## src/rtl/mips_pkg.sv

```systemverilog
// Shared MIPS EX-stage definitions: multiply/divide opcodes, FSM states and default width.
package mips_pkg;

  localparam int unsigned MD_XLEN = 32;

  typedef enum logic [1:0] {
    MD_MULT  = 2'b00,
    MD_MULTU = 2'b01,
    MD_DIV   = 2'b10,
    MD_DIVU  = 2'b11
  } md_op_t;

  typedef enum logic [1:0] {
    IDLE = 2'b00,
    CALC = 2'b01,
    FIX  = 2'b10
  } md_state_t;

endpackage

```

## src/rtl/md_iter_core.sv

```systemverilog
// Combinational single radix-2 step: shift-add multiply or restoring shift-subtract divide.
module md_iter_core #(
  parameter int unsigned XLEN = 32
) (
  input  logic              i_is_div,
  input  logic [2*XLEN-1:0] i_acc,
  input  logic [2*XLEN-1:0] i_opa,
  input  logic [XLEN-1:0]   i_opb,
  output logic [2*XLEN-1:0] o_acc,
  output logic [2*XLEN-1:0] o_opa,
  output logic [XLEN-1:0]   o_opb
);

  logic [XLEN:0]   w_rem_sh;
  logic [XLEN-1:0] w_diff;
  logic            w_qbit;

  // Partial remainder < divisor, so the shifted value fits XLEN+1 bits and the
  // successful difference always fits XLEN bits.
  assign w_rem_sh = {i_acc[XLEN-1:0], i_opb[XLEN-1]};
  assign w_qbit   = (w_rem_sh >= {1'b0, i_opa[XLEN-1:0]});
  assign w_diff   = w_rem_sh[XLEN-1:0] - i_opa[XLEN-1:0];

  always_comb begin
    o_acc = i_acc;
    o_opa = i_opa;
    o_opb = i_opb;
    if (i_is_div) begin
      o_acc[XLEN-1:0] = w_qbit ? w_diff : w_rem_sh[XLEN-1:0];
      o_opb           = {i_opb[XLEN-2:0], w_qbit};
    end else begin
      if (i_opb[0]) o_acc = i_acc + i_opa;
      o_opa = i_opa << 1;
      o_opb = i_opb >> 1;
    end
  end

endmodule

```

## src/rtl/ex_muldiv.sv

```systemverilog
// Iterative MIPS MULT/MULTU/DIV/DIVU unit with HI/LO registers and MTHI/MTLO access.
// Define MD_EARLY_OUT_EN to let multiplies finish once the multiplier is exhausted.
module ex_muldiv
  import mips_pkg::*;
#(
  parameter int unsigned XLEN  = MD_XLEN,
  parameter int unsigned CNT_W = 6
) (
  input  logic            clk,
  input  logic            rst,
  input  logic            MD_Start,
  input  logic [1:0]      MD_Op,
  input  logic [XLEN-1:0] MD_Src_A,
  input  logic [XLEN-1:0] MD_Src_B,
  input  logic            MD_Flush,
  input  logic            MD_WriteHi,
  input  logic            MD_WriteLo,
  input  logic [XLEN-1:0] MD_WData,
  output logic            MD_Busy,
  output logic            MD_Done,
  output logic [XLEN-1:0] MD_Hi,
  output logic [XLEN-1:0] MD_Lo
);

  localparam int unsigned      DW        = 2 * XLEN;
  localparam logic [CNT_W-1:0] LAST_STEP = CNT_W'(XLEN - 1);

  md_state_t        r_state, w_state_nxt;
  logic [CNT_W-1:0] r_cnt;
  logic [DW-1:0]    r_acc, r_opa;
  logic [XLEN-1:0]  r_opb;
  logic             r_is_div, r_neg_res, r_neg_rem, r_div0;
  logic             r_busy, r_done, w_busy_nxt, w_done_nxt;
  logic [XLEN-1:0]  r_hi, r_lo;

  md_op_t           w_op;
  logic             w_start, w_is_div, w_signed, w_sa, w_sb, w_calc_last;
  logic [XLEN-1:0]  w_abs_a, w_abs_b;
  logic [DW-1:0]    w_acc_nxt, w_opa_nxt, w_prod;
  logic [XLEN-1:0]  w_opb_nxt, w_quo, w_rem, w_res_hi, w_res_lo;

  assign w_op     = md_op_t'(MD_Op);
  assign w_is_div = (w_op == MD_DIV) || (w_op == MD_DIVU);
  assign w_signed = (w_op == MD_MULT) || (w_op == MD_DIV);
  assign w_start  = (r_state == IDLE) && MD_Start && !MD_Flush;
  assign w_sa     = w_signed && MD_Src_A[XLEN-1];
  assign w_sb     = w_signed && MD_Src_B[XLEN-1];
  assign w_abs_a  = w_sa ? (~MD_Src_A + XLEN'(1)) : MD_Src_A;
  assign w_abs_b  = w_sb ? (~MD_Src_B + XLEN'(1)) : MD_Src_B;

`ifdef MD_EARLY_OUT_EN
  assign w_calc_last = (r_cnt == LAST_STEP) || (!r_is_div && (r_opb == '0));
`else
  assign w_calc_last = (r_cnt == LAST_STEP);
`endif

  md_iter_core #(.XLEN(XLEN)) u_core (
    .i_is_div (r_is_div),
    .i_acc    (r_acc),
    .i_opa    (r_opa),
    .i_opb    (r_opb),
    .o_acc    (w_acc_nxt),
    .o_opa    (w_opa_nxt),
    .o_opb    (w_opb_nxt)
  );

  // Sign fixup of magnitudes; divide-by-zero forces an all-ones quotient.
  assign w_prod   = r_neg_res ? (~r_acc + DW'(1)) : r_acc;
  assign w_quo    = r_div0 ? '1 : (r_neg_res ? (~r_opb + XLEN'(1)) : r_opb);
  assign w_rem    = r_neg_rem ? (~r_acc[XLEN-1:0] + XLEN'(1)) : r_acc[XLEN-1:0];
  assign w_res_hi = r_is_div ? w_rem : w_prod[DW-1:XLEN];
  assign w_res_lo = r_is_div ? w_quo : w_prod[XLEN-1:0];

  always_ff @(posedge clk) begin
    if (!rst) begin
      r_state <= IDLE;
      r_busy  <= 1'b0;
      r_done  <= 1'b0;
    end else begin
      r_state <= w_state_nxt;
      r_busy  <= w_busy_nxt;
      r_done  <= w_done_nxt;
    end
  end

  always_comb begin
    w_state_nxt = r_state;
    unique case (r_state)
      IDLE:    if (w_start) w_state_nxt = CALC;
      CALC:    w_state_nxt = MD_Flush ? IDLE : (w_calc_last ? FIX : CALC);
      FIX:     w_state_nxt = IDLE;
      default: w_state_nxt = IDLE;
    endcase
  end

  always_comb begin
    w_busy_nxt = (w_state_nxt != IDLE);
    w_done_nxt = (r_state == FIX) && !MD_Flush;
  end

  // Operand latch on accept, then one datapath step per CALC cycle.
  always_ff @(posedge clk) begin
    if (!rst) begin
      r_cnt     <= '0;
      r_acc     <= '0;
      r_opa     <= '0;
      r_opb     <= '0;
      r_is_div  <= 1'b0;
      r_neg_res <= 1'b0;
      r_neg_rem <= 1'b0;
      r_div0    <= 1'b0;
    end else if (w_start) begin
      r_cnt     <= '0;
      r_acc     <= '0;
      r_opa     <= DW'(w_is_div ? w_abs_b : w_abs_a);
      r_opb     <= w_is_div ? w_abs_a : w_abs_b;
      r_is_div  <= w_is_div;
      r_neg_res <= w_sa ^ w_sb;
      r_neg_rem <= w_sa;
      r_div0    <= w_is_div && (MD_Src_B == '0);
    end else if (r_state == CALC) begin
      r_cnt <= r_cnt + CNT_W'(1);
      r_acc <= w_acc_nxt;
      r_opa <= w_opa_nxt;
      r_opb <= w_opb_nxt;
    end
  end

  always_ff @(posedge clk) begin
    if (!rst) begin
      r_hi <= '0;
      r_lo <= '0;
    end else if ((r_state == FIX) && !MD_Flush) begin
      r_hi <= w_res_hi;
      r_lo <= w_res_lo;
    end else if (r_state == IDLE) begin
      if (MD_WriteHi) r_hi <= MD_WData;
      if (MD_WriteLo) r_lo <= MD_WData;
    end
  end

  assign MD_Busy = r_busy;
  assign MD_Done = r_done;
  assign MD_Hi   = r_hi;
  assign MD_Lo   = r_lo;

endmodule

```

## config.mk

```make
export PLATFORM = sky130hd
export DESIGN_NAME = ex_muldiv
export DESIGN_NICKNAME = d
export VERILOG_FILES = /design/src/rtl/mips_pkg.sv /design/src/rtl/md_iter_core.sv /design/src/rtl/ex_muldiv.sv
export SDC_FILE = /design/constraint.sdc
export NUM_CORES = 1
export LEC_CHECK = 0
export CAP_MARGIN = 25
export CORE_ASPECT_RATIO = 0.75
export CORE_MARGIN = 5
export CORE_UTILIZATION = 24
export DETAILED_ROUTE_END_ITERATION = 8
export PLACE_DENSITY = 0.44
export SKIP_LAST_GASP = 1
export SLEW_MARGIN = 20
export SYNTH_ARGS = -nofsm -noshare
export SYNTH_HDL_FRONTEND = slang
export SYNTH_SLANG_ARGS = --single-unit
```

## constraint.sdc

```tcl
create_clock -name clk -period 6.2 [get_ports clk]
set_input_delay 0.62 -clock clk [delete_from_list [all_inputs] [get_ports clk]]
set_output_delay 0.62 -clock clk [all_outputs]
set_load 0.02 [all_outputs]
```

==> flow_summary_export.csv <==
group,metric,value,unit
status,status,"finished clean",
worst_setup_path,reg2reg_from,"r_acc[1]",
route,vias,21700,
yosys,syn_area_per_cell,7.19,sq um
clocking,cts_resized,0,
yosys,synthCells,2854,
pwr,swShare,35.7,%
worst_setup_path,worstSetupPathType,"reg -> reg",
worst_setup_path,worstPathMaxFanout,25,
finish,mostFrequentLayoutCells,"416 x nand2_1, 298 x a21oi_1, 236 x dfxtp_1, 226 x o21ai_0, 193 x nor2_1",
timing,hold_viol_final,0,
worst_hold_path,hold_path_startpoint,"r_opa[44]",
pwr,power.switching,1.69,mW
pwr,p_seq_share,36.1,%
timing,skew,34.2,ps
timing,setup_viol,0,
yosys,syn_area,20500,sq um
clocking,cts_tree,"done",
clocking,cts_setup_buffers,0,
placement,detailed_place_hpwl,70600,microns
floorplan,num_io_pins,170,
timing,fmax,228,MHz
clocking,path_clk_slew,70,ps
pwr,p_per_area,196,nW/um^2
finish,nNetsFinal,3094,
clocking,clk_latency,620,ps
clocking,root_buffer,"clkbuf_16",
pwr,clock_power_share,37.9,%
yosys,syn_nets,3060,
yosys,synthDominantCellAreaShare,23.2,%
global_routing,grt_pass1_wl,137000,microns
timing,finalSetupTns,0,ps
finish,area_growth,18.0,%
worst_setup_path,crit_start,"r_acc[1]",
global_routing,antenna_found_initial,6,
pwr,combPwrFrac,26.0,%
global_routing,grt_max_degree,98,
clocking,cts_max_path_buffers,3,
yosys,synth_cell_types,88,
clocking,cts_htree_levels,1,
pwr,cell_internal_pwr,3.05,mW
global_routing,track_usage,19.3,%
worst_setup_path,cp_slowest_cell,"a31oi_4",
timing,tightest_slew,1090,ps
yosys,async_reset_ff_share,0,%
worst_setup_path,end_kind,"flip-flop",
pwr,ir_worst_vdd,0.174,mV
placement,portBuffers,169,
timing,rsz0062_at_grt,"no",
yosys,synth-seq-cells,238,
worst_setup_path,worstSetupStartpointType,"flip-flop",
floorplan,dieArea,91500,sq um
yosys,ys.warnings.count,0,
finish,final_common_cell,"nand2_1",
worst_setup_path,crit_path_max_incr_delay,650,ps
worst_setup_path,path_cells,"ha_1, o21ai_0, a21oi_1, o31ai_1, a31oi_1, o22a_1, a31o_2, a31oi_4, buf_4, mux2i_1, nand2_1, a221oi_1",
floorplan,initial_core_util,24.3,%
route,drc_errors,0,
clocking,postCtsHoldBufs,0,
timing,slew_headroom,27.4,%
route,ant_nets,0,
route,drt_wl_total,92600,microns
job,drv_cap,0,
timing,report.final.slew_viol_count,0,
pwr,p_leak,9.01,nW
yosys,ys_seq_area_share,23.2,%
worst_hold_path,hp-class,"reg -> reg",
yosys,ys.flop_type,"dfxtp_1",
floorplan,die_x,348,microns
route,drt-wirelength-per-cell,22.9,microns
route,avgViaCountPerCell,5.38,
route,first_iter_violations,2424,
yosys,synth_top_area_cell,"dfxtp_1",
worst_setup_path,required,6710,ps
floorplan,rows,92,
timing,period_share,70.7,%
timing,fin_crit,4390,ps
global_routing,grt_overflow,0,
global_routing,grt_pass1_vias,19900,
clocking,cts_buffers,30,
clocking,clkSinkCount,238,
floorplan,core_area,84400,sq um
floorplan,dieHeight,263,microns
placement,gp_congestion,0.913,
yosys,ys_top_cells_by_area,"dfxtp_1 23%, nand2_1 7.7%, a21oi_1 7.3%, xnor2_1 6.5%, ha_1 6.1%",
yosys,synth-edff-count,0,
route,firstDrtPassIters,5,
timing,fin_hold_ws,461,ps
finish,final_layout_size_suffix_gt1_share,5.91,%
worst_setup_path,arrival,4900,ps
area by class of cell:
class	count	area [sq um]
Fill cell	9189	60200
Multi-Input combinational cell	2332	14700
Sequential cell	238	4770
Timing Repair Buffer	212	2020
Tap cell	1128	1410
Clock buffer	39	835
Inverter	74	278
Clock inverter	14	140
Antenna cell	1	2.50
flip-flops by register name (all words and copies together), names as in the netlist:
| register | count |
|---|---|
| MD_Busy | 1 |
| r_opb | 32 |
| r_acc | 64 |
| MD_Done | 1 |
| r_cnt | 6 |
| r_is_div | 1 |
| r_opa | 64 |
| r_state | 2 |
| MD_Lo | 32 |
| r_neg_rem | 1 |
| r_div0 | 1 |
| r_neg_res | 1 |
| MD_Hi | 32 |
critical path, delay by kind of cell, from the launching register on:
family | cells | cell delay [ps]
AOI/OAI and AO/OA | 8 | 2610
adders and majority gates | 1 | 350
buffers and inverters | 1 | 450
DFF | 1 | 480
muxes | 1 | 270
and+or+nand+nor | 1 | 80
power by group through the flow:
stage | logic [mW] | clock network (mW) | registers [mW]
2_1_floorplan | 0.748 | 0 | 1.71
3_3_place_gp | 1.22 | 0 | 1.74
3_5_place_dp | 1.21 | 0 | 1.74
4_1_cts | 1.22 | 1.84 | 1.71
5_1_grt | 1.34 | 1.90 | 1.72
6_report | 1.23 | 1.80 | 1.71
routing by layer:
metal  GRT usage (%)  wire (microns)  share of wire (%)  vias up
li1                -               -                  -    10500
met1            31.3           48400                 52    10400
met2            25.5           35300                 38      733
met3            4.43            7540                8.1       87
met4            2.71            1410                1.5        8
met5               0              51              0.055        -
final timing paths:
check / endpoint / slack, ps / depth (start not counted)
max reg2reg: r_acc[0] / 1810 / 12
max: r_acc[0] / 1810 / 12
min reg2reg: r_opa[45] / 460 / 2
min: r_opa[45] / 460 / 2
cell families after synthesis:
family          Yosys count  share of synthesized area, %
compound gates          981                          30.3
simple gates            933                          21.0
buf+inv                 284                          5.32
xor+xnor                254                          10.8
flops                   238                          23.2
fa+ha+maj               102                          6.29
mux                      62                          3.08
Yosys cell counts, drive strengths merged (11+ instances only):
master  instances
a31oi          52
o21ai         232
o21a           11
nand2b         22
nor3           50
o211ai         76
o41ai          22
a311oi         14
and3           21
a21o           51
dfxtp         238
o21bai         18
and2           12
nand4          34
xnor2         152
a211oi         38
nor2b          13
or4            25
o31ai          44
inv            73
or3            30
or2            15
buf            30
clkbuf        180
a21oi         301
nor2          199
ha            100
xor2          102
o22ai          18
nand3          49
nor4           21
nand2         419
mux2i          53
o221ai         25
metrics by stage:
stage | total power [mW] | util, % | setup WS [ps] | cells | area, sq um
2_1_floorplan | 2.46 | - | 2850 | 2854 | 20500
4_1_cts | 4.76 | 28.7 | 1920 | 4035 | 24200
3_5_place_dp | 2.95 | 27.5 | 1940 | 3982 | 23200
3_3_place_gp | 2.96 | 27.5 | 1980 | 3981 | 23200
6_report | 4.74 | 28.7 | 1810 | 4038 | 24200
5_1_grt | 4.95 | 28.7 | 1550 | 4037 | 24200
Power figures use the tool's default switching activity.
